[src/rtl/vpg_pkg.sv]
// -----------------------------------------------------------------------------
// vpg_pkg
// Shared types for the VGA pattern-generator sequencer:
//   - pattern_t : 3-bit pattern code written to the generator's select register
//   - PAT_*     : named pattern codes understood by the generator
//   - state_e   : sequencer FSM states
//   - pat_next / pat_wrap : pattern arithmetic modulo the number of patterns
// -----------------------------------------------------------------------------
package vpg_pkg;

    typedef logic [2:0] pattern_t;

    localparam pattern_t PAT_SCALE = 3'd0;
    localparam pattern_t PAT_RED   = 3'd1;
    localparam pattern_t PAT_GREEN = 3'd2;
    localparam pattern_t PAT_BLUE  = 3'd3;
    localparam pattern_t PAT_WHITE = 3'd4;
    localparam pattern_t PAT_BLACK = 3'd5;

    typedef enum logic [2:0] {
        ST_IDLE  = 3'd0,
        ST_WRITE = 3'd1,
        ST_READ  = 3'd2,
        ST_CHECK = 3'd3,
        ST_WAIT  = 3'd4
    } state_e;

    // Next pattern in the cycle, wrapping the last code back to 0.
    function automatic pattern_t pat_next(input pattern_t p, input int unsigned n);
        if (32'(p) >= (n - 32'd1)) begin
            return 3'd0;
        end else begin
            return p + 3'd1;
        end
    endfunction

    // Fold an arbitrary 3-bit code into the range 0..n-1.
    function automatic pattern_t pat_wrap(input pattern_t p, input int unsigned n);
        return pattern_t'(32'(p) % n);
    endfunction

endpackage

[src/rtl/vpg_vsync_edge.sv]
// -----------------------------------------------------------------------------
// vpg_vsync_edge
// Brings the generator's vsync (vga_clk domain) into the system clock domain
// through a 2-flop synchroniser, then detects the frame edge selected by
// VS_ACTIVE_LOW (1: falling edge, 0: rising edge). The tick is registered,
// so it appears 3 clk after the input edge.
// Ports:
//   clk_i        system clock
//   rst_n_i      asynchronous active-low reset
//   vga_vs_i     asynchronous vsync input
//   frame_tick_o one-cycle pulse per detected frame edge
// -----------------------------------------------------------------------------
module vpg_vsync_edge #(
    parameter bit VS_ACTIVE_LOW = 1'b1
) (
    input  logic clk_i,
    input  logic rst_n_i,
    input  logic vga_vs_i,
    output logic frame_tick_o
);

    // Reset to the inactive vsync level so release never fakes a frame edge.
    localparam logic VS_IDLE = VS_ACTIVE_LOW ? 1'b1 : 1'b0;

    logic vs_meta_q;
    logic vs_sync_q;
    logic vs_prev_q;
    logic tick_q;
    logic edge_s;

    assign edge_s = VS_ACTIVE_LOW ? (vs_prev_q & ~vs_sync_q)
                                  : (~vs_prev_q & vs_sync_q);

    // Synchroniser, edge history and registered frame tick.
    always_ff @(posedge clk_i or negedge rst_n_i) begin
        if (!rst_n_i) begin
            vs_meta_q <= VS_IDLE;
            vs_sync_q <= VS_IDLE;
            vs_prev_q <= VS_IDLE;
            tick_q    <= 1'b0;
        end else begin
            vs_meta_q <= vga_vs_i;
            vs_sync_q <= vs_meta_q;
            vs_prev_q <= vs_sync_q;
            tick_q    <= edge_s;
        end
    end

    assign frame_tick_o = tick_q;

endmodule

[src/rtl/vpg_pattern_sequencer.sv]
// -----------------------------------------------------------------------------
// vpg_pattern_sequencer
// Autonomously steps the VGA pattern generator's select register through
// codes 0..NUM_PATTERNS-1, holding each for FRAMES_PER_PATTERN vsync frames.
// Build option: define VPG_SEQ_READBACK_EN to read back each write, retry up
// to MAX_RETRY times and flag a sticky err on persistent mismatch. Without it
// the register is written blind, m_read and err stay 0.
// Ports:
//   clk, reset_n                  clock, asynchronous active-low reset
//   enable, hold                  run sequence / freeze frame counting
//   force_valid, force_pattern    one-cycle jump to a given pattern
//   vga_vs                        generator vsync (asynchronous)
//   m_cs_n, m_write, m_read,
//   m_writedata, m_readdata       generator slave interface
//   current_pattern               pattern last committed
//   frame_tick                    one pulse per detected frame
//   err, err_clr                  sticky readback failure and its clear
// -----------------------------------------------------------------------------
module vpg_pattern_sequencer
    import vpg_pkg::*;
#(
    parameter int NUM_PATTERNS       = 6,
    parameter int FRAMES_PER_PATTERN = 60,
    parameter int VS_ACTIVE_LOW      = 1,
    parameter int MAX_RETRY          = 2
) (
    input  logic       clk,
    input  logic       reset_n,
    input  logic       enable,
    input  logic       hold,
    input  logic       force_valid,
    input  logic [2:0] force_pattern,
    input  logic       vga_vs,
    output logic       m_cs_n,
    output logic       m_write,
    output logic       m_read,
    output logic [7:0] m_writedata,
    input  logic [7:0] m_readdata,
    output logic [2:0] current_pattern,
    output logic       frame_tick,
    output logic       err,
    input  logic       err_clr
);

    state_e     state_q, state_d;
    pattern_t   pat_q, pat_d;
    pattern_t   cur_q, cur_d;
    logic [15:0] cnt_q, cnt_d;
    logic [7:0] retry_q, retry_d;
    logic       err_q, err_d;
    logic       cs_n_q, cs_n_d;
    logic       wr_q, wr_d;
    logic       rd_q, rd_d;
    logic [7:0] wdata_q, wdata_d;
    logic       frame_tick_s;

    // Inputs only consumed by the readback build.
    logic [8:0] unused_inputs_s;
    assign unused_inputs_s = {err_clr, m_readdata};

`ifndef VPG_SEQ_READBACK_EN
    localparam int unused_max_retry_c = MAX_RETRY;
`endif

    vpg_vsync_edge #(
        .VS_ACTIVE_LOW (VS_ACTIVE_LOW != 0)
    ) u_vsync_edge (
        .clk_i        (clk),
        .rst_n_i      (reset_n),
        .vga_vs_i     (vga_vs),
        .frame_tick_o (frame_tick_s)
    );

    // Next-state, pattern, counters and strobe decode.
    always_comb begin
        state_d = state_q;
        pat_d   = pat_q;
        cur_d   = cur_q;
        cnt_d   = cnt_q;
        retry_d = retry_q;
        err_d   = err_q;
`ifdef VPG_SEQ_READBACK_EN
        if (err_clr) begin
            err_d = 1'b0;
        end else begin
            err_d = err_q;
        end
`endif
        case (state_q)
            ST_IDLE: begin
                cnt_d = 16'd0;
                if (enable) begin
                    state_d = ST_WRITE;
                    if (force_valid) begin
                        pat_d = pat_wrap(force_pattern, NUM_PATTERNS);
                    end else begin
                        pat_d = cur_q;
                    end
                end else begin
                    state_d = ST_IDLE;
                end
            end
            ST_WRITE: begin
                cur_d = pat_q;
`ifdef VPG_SEQ_READBACK_EN
                state_d = ST_READ;
`else
                if (enable) begin
                    state_d = ST_WAIT;
                end else begin
                    state_d = ST_IDLE;
                    cnt_d   = 16'd0;
                end
`endif
            end
`ifdef VPG_SEQ_READBACK_EN
            ST_READ: begin
                state_d = ST_CHECK;
            end
            ST_CHECK: begin
                if (m_readdata[2:0] == pat_q) begin
                    retry_d = 8'd0;
                    state_d = enable ? ST_WAIT : ST_IDLE;
                end else if (retry_q < 8'(MAX_RETRY)) begin
                    if (enable) begin
                        retry_d = retry_q + 8'd1;
                        state_d = ST_WRITE;
                    end else begin
                        retry_d = 8'd0;
                        state_d = ST_IDLE;
                    end
                end else begin
                    // Set beats a same-cycle err_clr.
                    err_d   = 1'b1;
                    retry_d = 8'd0;
                    state_d = enable ? ST_WAIT : ST_IDLE;
                end
            end
`endif
            ST_WAIT: begin
                if (!enable) begin
                    state_d = ST_IDLE;
                    cnt_d   = 16'd0;
                end else if (force_valid) begin
                    // A force wins over a terminal frame tick in the same cycle.
                    pat_d   = pat_wrap(force_pattern, NUM_PATTERNS);
                    cnt_d   = 16'd0;
                    state_d = ST_WRITE;
                end else if (frame_tick_s && !hold) begin
                    if (cnt_q == 16'(FRAMES_PER_PATTERN - 1)) begin
                        cnt_d   = 16'd0;
                        pat_d   = pat_next(pat_q, NUM_PATTERNS);
                        state_d = ST_WRITE;
                    end else begin
                        cnt_d = cnt_q + 16'd1;
                    end
                end else begin
                    cnt_d = cnt_q;
                end
            end
            default: begin
                state_d = ST_IDLE;
            end
        endcase

        // Strobes are registered from the next state so they line up with it.
        wr_d   = (state_d == ST_WRITE);
`ifdef VPG_SEQ_READBACK_EN
        rd_d   = (state_d == ST_READ);
`else
        rd_d   = 1'b0;
`endif
        cs_n_d = ~(wr_d | rd_d);
        if (wr_d) begin
            wdata_d = {5'b00000, pat_d};
        end else begin
            wdata_d = wdata_q;
        end
    end

    // FSM state and registered outputs.
    always_ff @(posedge clk or negedge reset_n) begin
        if (!reset_n) begin
            state_q <= ST_IDLE;
            pat_q   <= 3'd0;
            cur_q   <= 3'd0;
            cnt_q   <= 16'd0;
            retry_q <= 8'd0;
            err_q   <= 1'b0;
            cs_n_q  <= 1'b1;
            wr_q    <= 1'b0;
            rd_q    <= 1'b0;
            wdata_q <= 8'd0;
        end else begin
            state_q <= state_d;
            pat_q   <= pat_d;
            cur_q   <= cur_d;
            cnt_q   <= cnt_d;
            retry_q <= retry_d;
            err_q   <= err_d;
            cs_n_q  <= cs_n_d;
            wr_q    <= wr_d;
            rd_q    <= rd_d;
            wdata_q <= wdata_d;
        end
    end

    assign m_cs_n          = cs_n_q;
    assign m_write         = wr_q;
    assign m_read          = rd_q;
    assign m_writedata     = wdata_q;
    assign current_pattern = cur_q;
    assign frame_tick      = frame_tick_s;
    assign err             = err_q;

endmodule
[config.mk]
export PLATFORM = sky130hd
export DESIGN_NAME = vpg_pattern_sequencer
export DESIGN_NICKNAME = d
export VERILOG_FILES = /design/src/rtl/vpg_pkg.sv /design/src/rtl/vpg_vsync_edge.sv /design/src/rtl/vpg_pattern_sequencer.sv
export SDC_FILE = /design/constraint.sdc
export NUM_CORES = 1
export LEC_CHECK = 0
export ABC_AREA = 1
export BUFFER_PORTS_ARGS = -buffer_cell sky130_fd_sc_hd__buf_2
export CAP_MARGIN = 10
export CORE_UTILIZATION = 40
export CTS_CLUSTER_DIAMETER = 200
export DETAILED_ROUTE_END_ITERATION = 6
export GPL_TIMING_DRIVEN = 1
export PLACE_DENSITY = 0.6
export SYNTH_ARGS = -nofsm -noshare
export SYNTH_HDL_FRONTEND = slang
export SYNTH_SLANG_ARGS = --single-unit
[constraint.sdc]
create_clock -name clk -period 1.86 [get_ports clk]
set_clock_uncertainty 0.05 [all_clocks]
set_input_delay 0.093 -clock clk [delete_from_list [all_inputs] [get_ports clk]]
set_output_delay 0.093 -clock clk [all_outputs]
set_load 0.05 [all_outputs]
Word level (Yosys, flattened, before mapping)
Index checks and enable logic that the tools add are counted.
Word-level totals
  register bits after elaboration: 34
  logic and storage cells: 50
  ROM bits: 0
  memories: 0
  latch bits: 0
  bits in writable memories: 0
Operators by class
  add/sub/neg operators: 2
  reductions and logical operators: 5
  bitwise logic cells: 3
  divide/modulo/power cells: 1
  eq/ne operators: 6
  multiplexer cells: 21
  $mul: 0
  magnitude comparators: 1
  shifts and indexed selects: 0
Operator list (number)
  16-bit 2-to-1 mux: 5
  16-bit case mux with 3 select lines: 1
  3-bit 2-to-1 mux: 12
  3-bit by 3-bit remainder unit with 32-bit output (second input constant): 1
  16-bit by 1-bit adder with 16-bit output (second input constant): 1
  16-bit by 6-bit equality test with 1-bit output (second input constant): 1
  3-bit case mux with 3 select lines: 1
  3-bit by 1-bit equality test with 1-bit output (second input constant): 2
  3-bit case mux with 2 select lines: 1
  4-bit inequality test (second input constant): 1
  3-bit by 1-bit adder with 3-bit output (second input constant): 1
  3-bit equality test (second input constant): 1
  3-bit greater-or-equal comparator (second input constant): 1
  3-bit logical NOT: 1
  3-bit AND reduction: 1
  3-bit nonzero test: 1
  2-bit inequality test (second input constant): 1
  1-bit NOT: 2
  1-bit AND: 1
  1-bit logical AND: 1
  1-bit logical NOT: 1
  1-bit 2-to-1 mux: 1

Logic depth before layout (Yosys ltp)
  depth after elaboration: 8
  gate-level depth with buffers: 14
  mapped depth without buffers: 14

By module
A second synthesis with hierarchy kept.
Unflattened totals
  cells, all modules: 257
  area, all modules: 1978.1 µm²
By module, submodules not included
  vpg_pattern_sequencer: area each 1864.3 µm², times used 1, cells an instance 251
  vpg_vsync_edge: area each 113.9 µm², times used 1, cells an instance 6

Worst setup path after synthesis
OpenSTA, ideal clock, no wires.
  path type: reg2reg
  from: reg u_vsync_edge.tick_q, in the netlist u_vsync_edge.frame_tick_o
  to: reg cnt_q[13]
  required time: 1.685 ns
  path slack: 0.101 ns
  stages on the path, launching flop included: 9
  setup time: 0.125 ns
  arrival: 1.584 ns
  cells stage by stage: dfrtp_1 -> inv_1 -> nor2_1 -> inv_1 -> nand2_2 -> nand2_2 -> buf_4 -> o32ai_1 -> nor2_1
Between the ends
  cells in the longest elaborated chain, start to end: 3
Ends and longest elaborated chain
  start: declaration: line vpg_vsync_edge.sv:28  | logic tick_q;
  start signal: assignment: line vpg_vsync_edge.sv:45  | tick_q <= edge_s;
  1-bit logical AND: line vpg_pattern_sequencer.sv:149  | end else if (frame_tick_s && !hold) begin
  4-bit inequality test (no line)
  3-bit AND reduction (no line)
  end signal: assignment: line vpg_pattern_sequencer.sv:198  | cnt_q <= cnt_d;
  end: declaration: line vpg_pattern_sequencer.sv:48  | logic [15:0] cnt_q, cnt_d;
Every way passes these cells.
A chain may end at the register's enable or synchronous reset.

Final worst setup path
  from: reg cnt_q[0]
  to: reg wdata_q[1], in the netlist m_writedata[1]
Between the ends
  cells in the longest elaborated chain, start to end: 7
Ends and longest elaborated chain
  16-bit by 6-bit equality test with 1-bit output: line vpg_pattern_sequencer.sv:150  | if (cnt_q == 16'(FRAMES_PER_PATTERN - 1)) begin
  3-bit 2-to-1 mux: line vpg_pattern_sequencer.sv:150
  3-bit 2-to-1 mux: line vpg_pattern_sequencer.sv:149
  3-bit 2-to-1 mux: line vpg_pattern_sequencer.sv:144  | end else if (force_valid) begin
  3-bit 2-to-1 mux: line vpg_pattern_sequencer.sv:141  | if (!enable) begin
  3-bit case mux with 3 select lines: line vpg_pattern_sequencer.sv:89  | case (state_q)
  named net state_d[0]: line vpg_pattern_sequencer.sv:45  | state_e state_q, state_d;
  3-bit by 1-bit equality test with 1-bit output: line vpg_pattern_sequencer.sv:167  | wr_d = (state_d == ST_WRITE);
  end signal: assignment: line vpg_pattern_sequencer.sv:204  | wdata_q <= wdata_d;
  end: declaration: line vpg_pattern_sequencer.sv:54  | logic [7:0] wdata_q, wdata_d;
The timed path passes the listed nets, and every way through them passes these cells.

==> summary.md <==
| Metric | Value |
|---|---|
| Status | `finished, final reports clean` |
| Synth warn | `0` |
| Detailed Route Iter0 Violations | `88` |
| IO Port Bufs | `17` |
| Setup TNS | `0 ns` |
| Power Density | `858 nW/um^2` |
| Avg WL per Cell | `11.0 um` |
| Diode count | `0` |
| Design Area, Final | `2350 sq um` |
| Post-Syn Area | `1990 sq um` |
| DRT antenna net count | `0` |
| Height of the die | `72.5 um` |
| RSZ-0062 raised after global routing | `true` |
| Crit-path max FO | `6` |
| Die X | `72.5 um` |
| Max-slew violation count | `0` |
| Max_cap viols | `0` |
| Final core occ | `49.4%` |
| Syn Area/Cell | `7.52 sq um` |
| Startpoint types | `register` |
| Final period utilization | `90.9%` |
| Sequential element share of the synthesized area | `43.1%` |
| Initial core utilization | `41.8%` |
| Pre-CTS setup slack | `0.0676 ns` |
| Critical path's most frequent cell | `nand2_1` |
| Row Count | `25` |
| Most frequent cells in the layout | `59 x nand2_1, 36 x inv_1, 33 x nor2_1` |
| Commonest non-fill, non-tap cell in the layout | `nand2_1` |
| CP Class | `register to register` |
| Leak pwr | `1.20 nW` |
| CP max-delay cell | `dfrtp_1` |
| Htree depth | `2` |
| Logic gate share of total power | `18.3%` |
| Post-Syn Instances | `264` |
| Dpl cell area | `2140 sq um` |
| Pwr Total | `2.02 mW` |
| Post-layout nets | `315` |
| Worst hold path class | `primary input to register` |
| Measured slew at the worst slew-check pin | `0.764 ns` |
| Sw frac | `29.4%` |
| Area growth, synth to finish | `18.3%` |
| Clock buffer depth | `2` |
| CP peak stage delay | `0.41 ns` |
| Gr usage total | `16.9%` |
| Crit path time final | `1.69 ns` |
| Vias | `1693` |
| DR pass1 iterations | `4` |
| Synth unique cells | `33` |
| Placed wire-length estimate | `2890 um` |
| CTS tree | `built` |
| Worst Path Arrival | `1.87 ns` |
| WL final | `3960 um` |
| Total gr overflow | `0` |
| Sw Pwr | `0.593 mW` |
| Clock Power Share | `40.6%` |
| # IOs | `34` |
| Final setup fails | `0` |
| Share of layout cells above drive strength 1 | `21.7%` |
| Vias per inst | `4.68` |
| Data required, critical path | `2.04 ns` |
| Worst-skew pair later-pin latency | `0.29 ns` |
| CTS Root Cell | `clkbuf_8` |
| Gpl congestion | `0.818` |
| Setup crit end kind | `register` |
| Synthesized flop and latch total | `34` |
| Peak VDD IR | `0.515 mV` |
| Core area | `4750 sq um` |
| First-pass GRT wire length | `6860 um` |
| Clock Sink Count | `34` |
| Ordered list of cells on the worst path | `ha_4, inv_1, nor2_1, nand2_1, nor2_1, and2_1, nand2_1, nand3_1, nand2_2, inv_2, nand3_1, nand2_1` |
| Seq pwr share | `41.1%` |
| Largest net degree at the start of global routing | `35` |
| Initial antenna violation count | `0` |
| Relative slew slack | `49.1%` |
| Fmax | `0.591 GHz` |
| Final Hold Fails | `0` |
| Vias in the first global route | `1584` |
| Clk slew on worst S/H paths | `0.08 ns` |
| Internal | `1.42 mW` |
| DRC errors left | `0` |
| Setup ws final | `0.169 ns` |
| Die footprint | `5250 sq um` |
| Cts bufs inserted | `5` |
power groups by stage:
| stage | Clock (mW) | Combinational [mW] | Sequential [mW] |
|---|---|---|---|
| CTS | 0.843 | 0.360 | 0.828 |
| floorplan | 0 | 0.174 | 0.939 |
| global route | 0.869 | 0.405 | 0.834 |
| finish | 0.819 | 0.369 | 0.829 |
| detailed placement | 0 | 0.357 | 0.841 |
| global placement | 0 | 0.355 | 0.842 |
Yosys cell counts:
cell | instances | share of area [%]
nor2_2 | 3 | 0.95
inv_2 | 6 | 1.1
clkinv_1 | 1 | 0.19
buf_4 | 8 | 3.0
o21ai_1 | 8 | 2.0
nand3_2 | 2 | 1.0
inv_4 | 1 | 0.32
nand2_4 | 1 | 0.57
dfrtp_1 | 30 | 38
nand2_2 | 6 | 1.9
nor3_1 | 3 | 0.76
a22o_1 | 1 | 0.44
nand3_1 | 17 | 4.3
o21ai_0 | 11 | 2.8
nand2_1 | 60 | 11
conb_1 | 1 | 0.19
and2_1 | 1 | 0.32
nor2_1 | 33 | 6.2
nand3_4 | 1 | 0.88
o32ai_1 | 1 | 0.44
o211ai_1 | 2 | 0.76
buf_6 | 1 | 0.57
nor4_1 | 1 | 0.32
o22ai_1 | 2 | 0.63
inv_1 | 36 | 6.8
dfstp_2 | 4 | 5.3
a21oi_1 | 9 | 2.3
xor2_1 | 1 | 0.44
ha_1 | 3 | 1.9
nor2_4 | 4 | 2.3
nor3b_2 | 1 | 0.63
or2_2 | 1 | 0.32
nand4_1 | 4 | 1.3
through the flow:
stage,hold WS [ns],instances
finish,0.0880,362
global route,0.120,362
CTS,0.0853,359
detailed placement,0.149,349
global placement,0.149,349
floorplan,-0.253,271
state kept, by name, summed over array words and instances (netlist names):
signal / flops
cnt_q: 16
current_pattern: 3
m_cs_n: 1
m_write: 1
m_writedata: 3
pat_q: 3
state_q: 3
u_vsync_edge.frame_tick_o: 1
u_vsync_edge.vs_meta_q: 1
u_vsync_edge.vs_prev_q: 1
u_vsync_edge.vs_sync_q: 1
kinds of logic (layout without fill, tap and decap cells):
family / count (synthesis) / in the layout / synth area share [%]
flip-flops: 34 / 34 / 43.1
XOR/XNOR: 1 / 1 / 0.441
buffers and inverters: 53 / 77 / 12.0
AO/OA/AOI/OAI: 34 / 34 / 9.33
AND/OR/NAND/NOR: 138 / 138 / 33.0
other: 1 / 8 / 0.189
adder cells (fa/ha/maj): 3 / 3 / 1.89
worst max-delay path: cells and delay by family (launching register included):
kind	cells	cell delay, ns
flops	1	0.41
buf+inv	2	0.16
simple gates	9	0.85
fa+ha+maj	1	0.16
final timing paths:
path / start / end / slack (ns) / depth (start not counted)
max in group asynchronous: reset_n / current_pattern[2] / 0.89 / 2
hold reg to reg: u_vsync_edge.vs_meta_q / u_vsync_edge.vs_sync_q / 0.31 / 0
setup / recovery: cnt_q[0] / m_writedata[1] / 0.17 / 12
hold / removal: enable / state_q[2] / 0.09 / 3
min in group asynchronous: reset_n / cnt_q[11] / 0.37 / 2
setup reg to reg: cnt_q[0] / m_writedata[1] / 0.17 / 12
metal layers:
metal  up-vias  track usage (%)  wire (um)  share of wire [%]
li1        881                -          -                  -
met1       769             23.0       1920                 49
met2        39             27.0       1850                 47
met3         4             4.31        157                4.0
met4         0             4.14         36               0.91
met5         -                0          0                  0
repair_timing:
item	CTS	global route
buffers inserted	0	3
gates resized for setup	0	5
hold endpoints to repair	31	0
hold buffers	2	0
setup endpoints to repair	0	12
layout make-up:
cell class | instances | area (sq um)
repair buffers | 25 | 163
multi-input cells | 184 | 942
well taps | 67 | 83.8
inverters | 44 | 168
fillers | 480 | 2400
flip-flops and latches | 34 | 856
clock buffers | 5 | 68.8
clock inverters | 3 | 68.8
No activity file was read; power rests on OpenSTA's default activity.
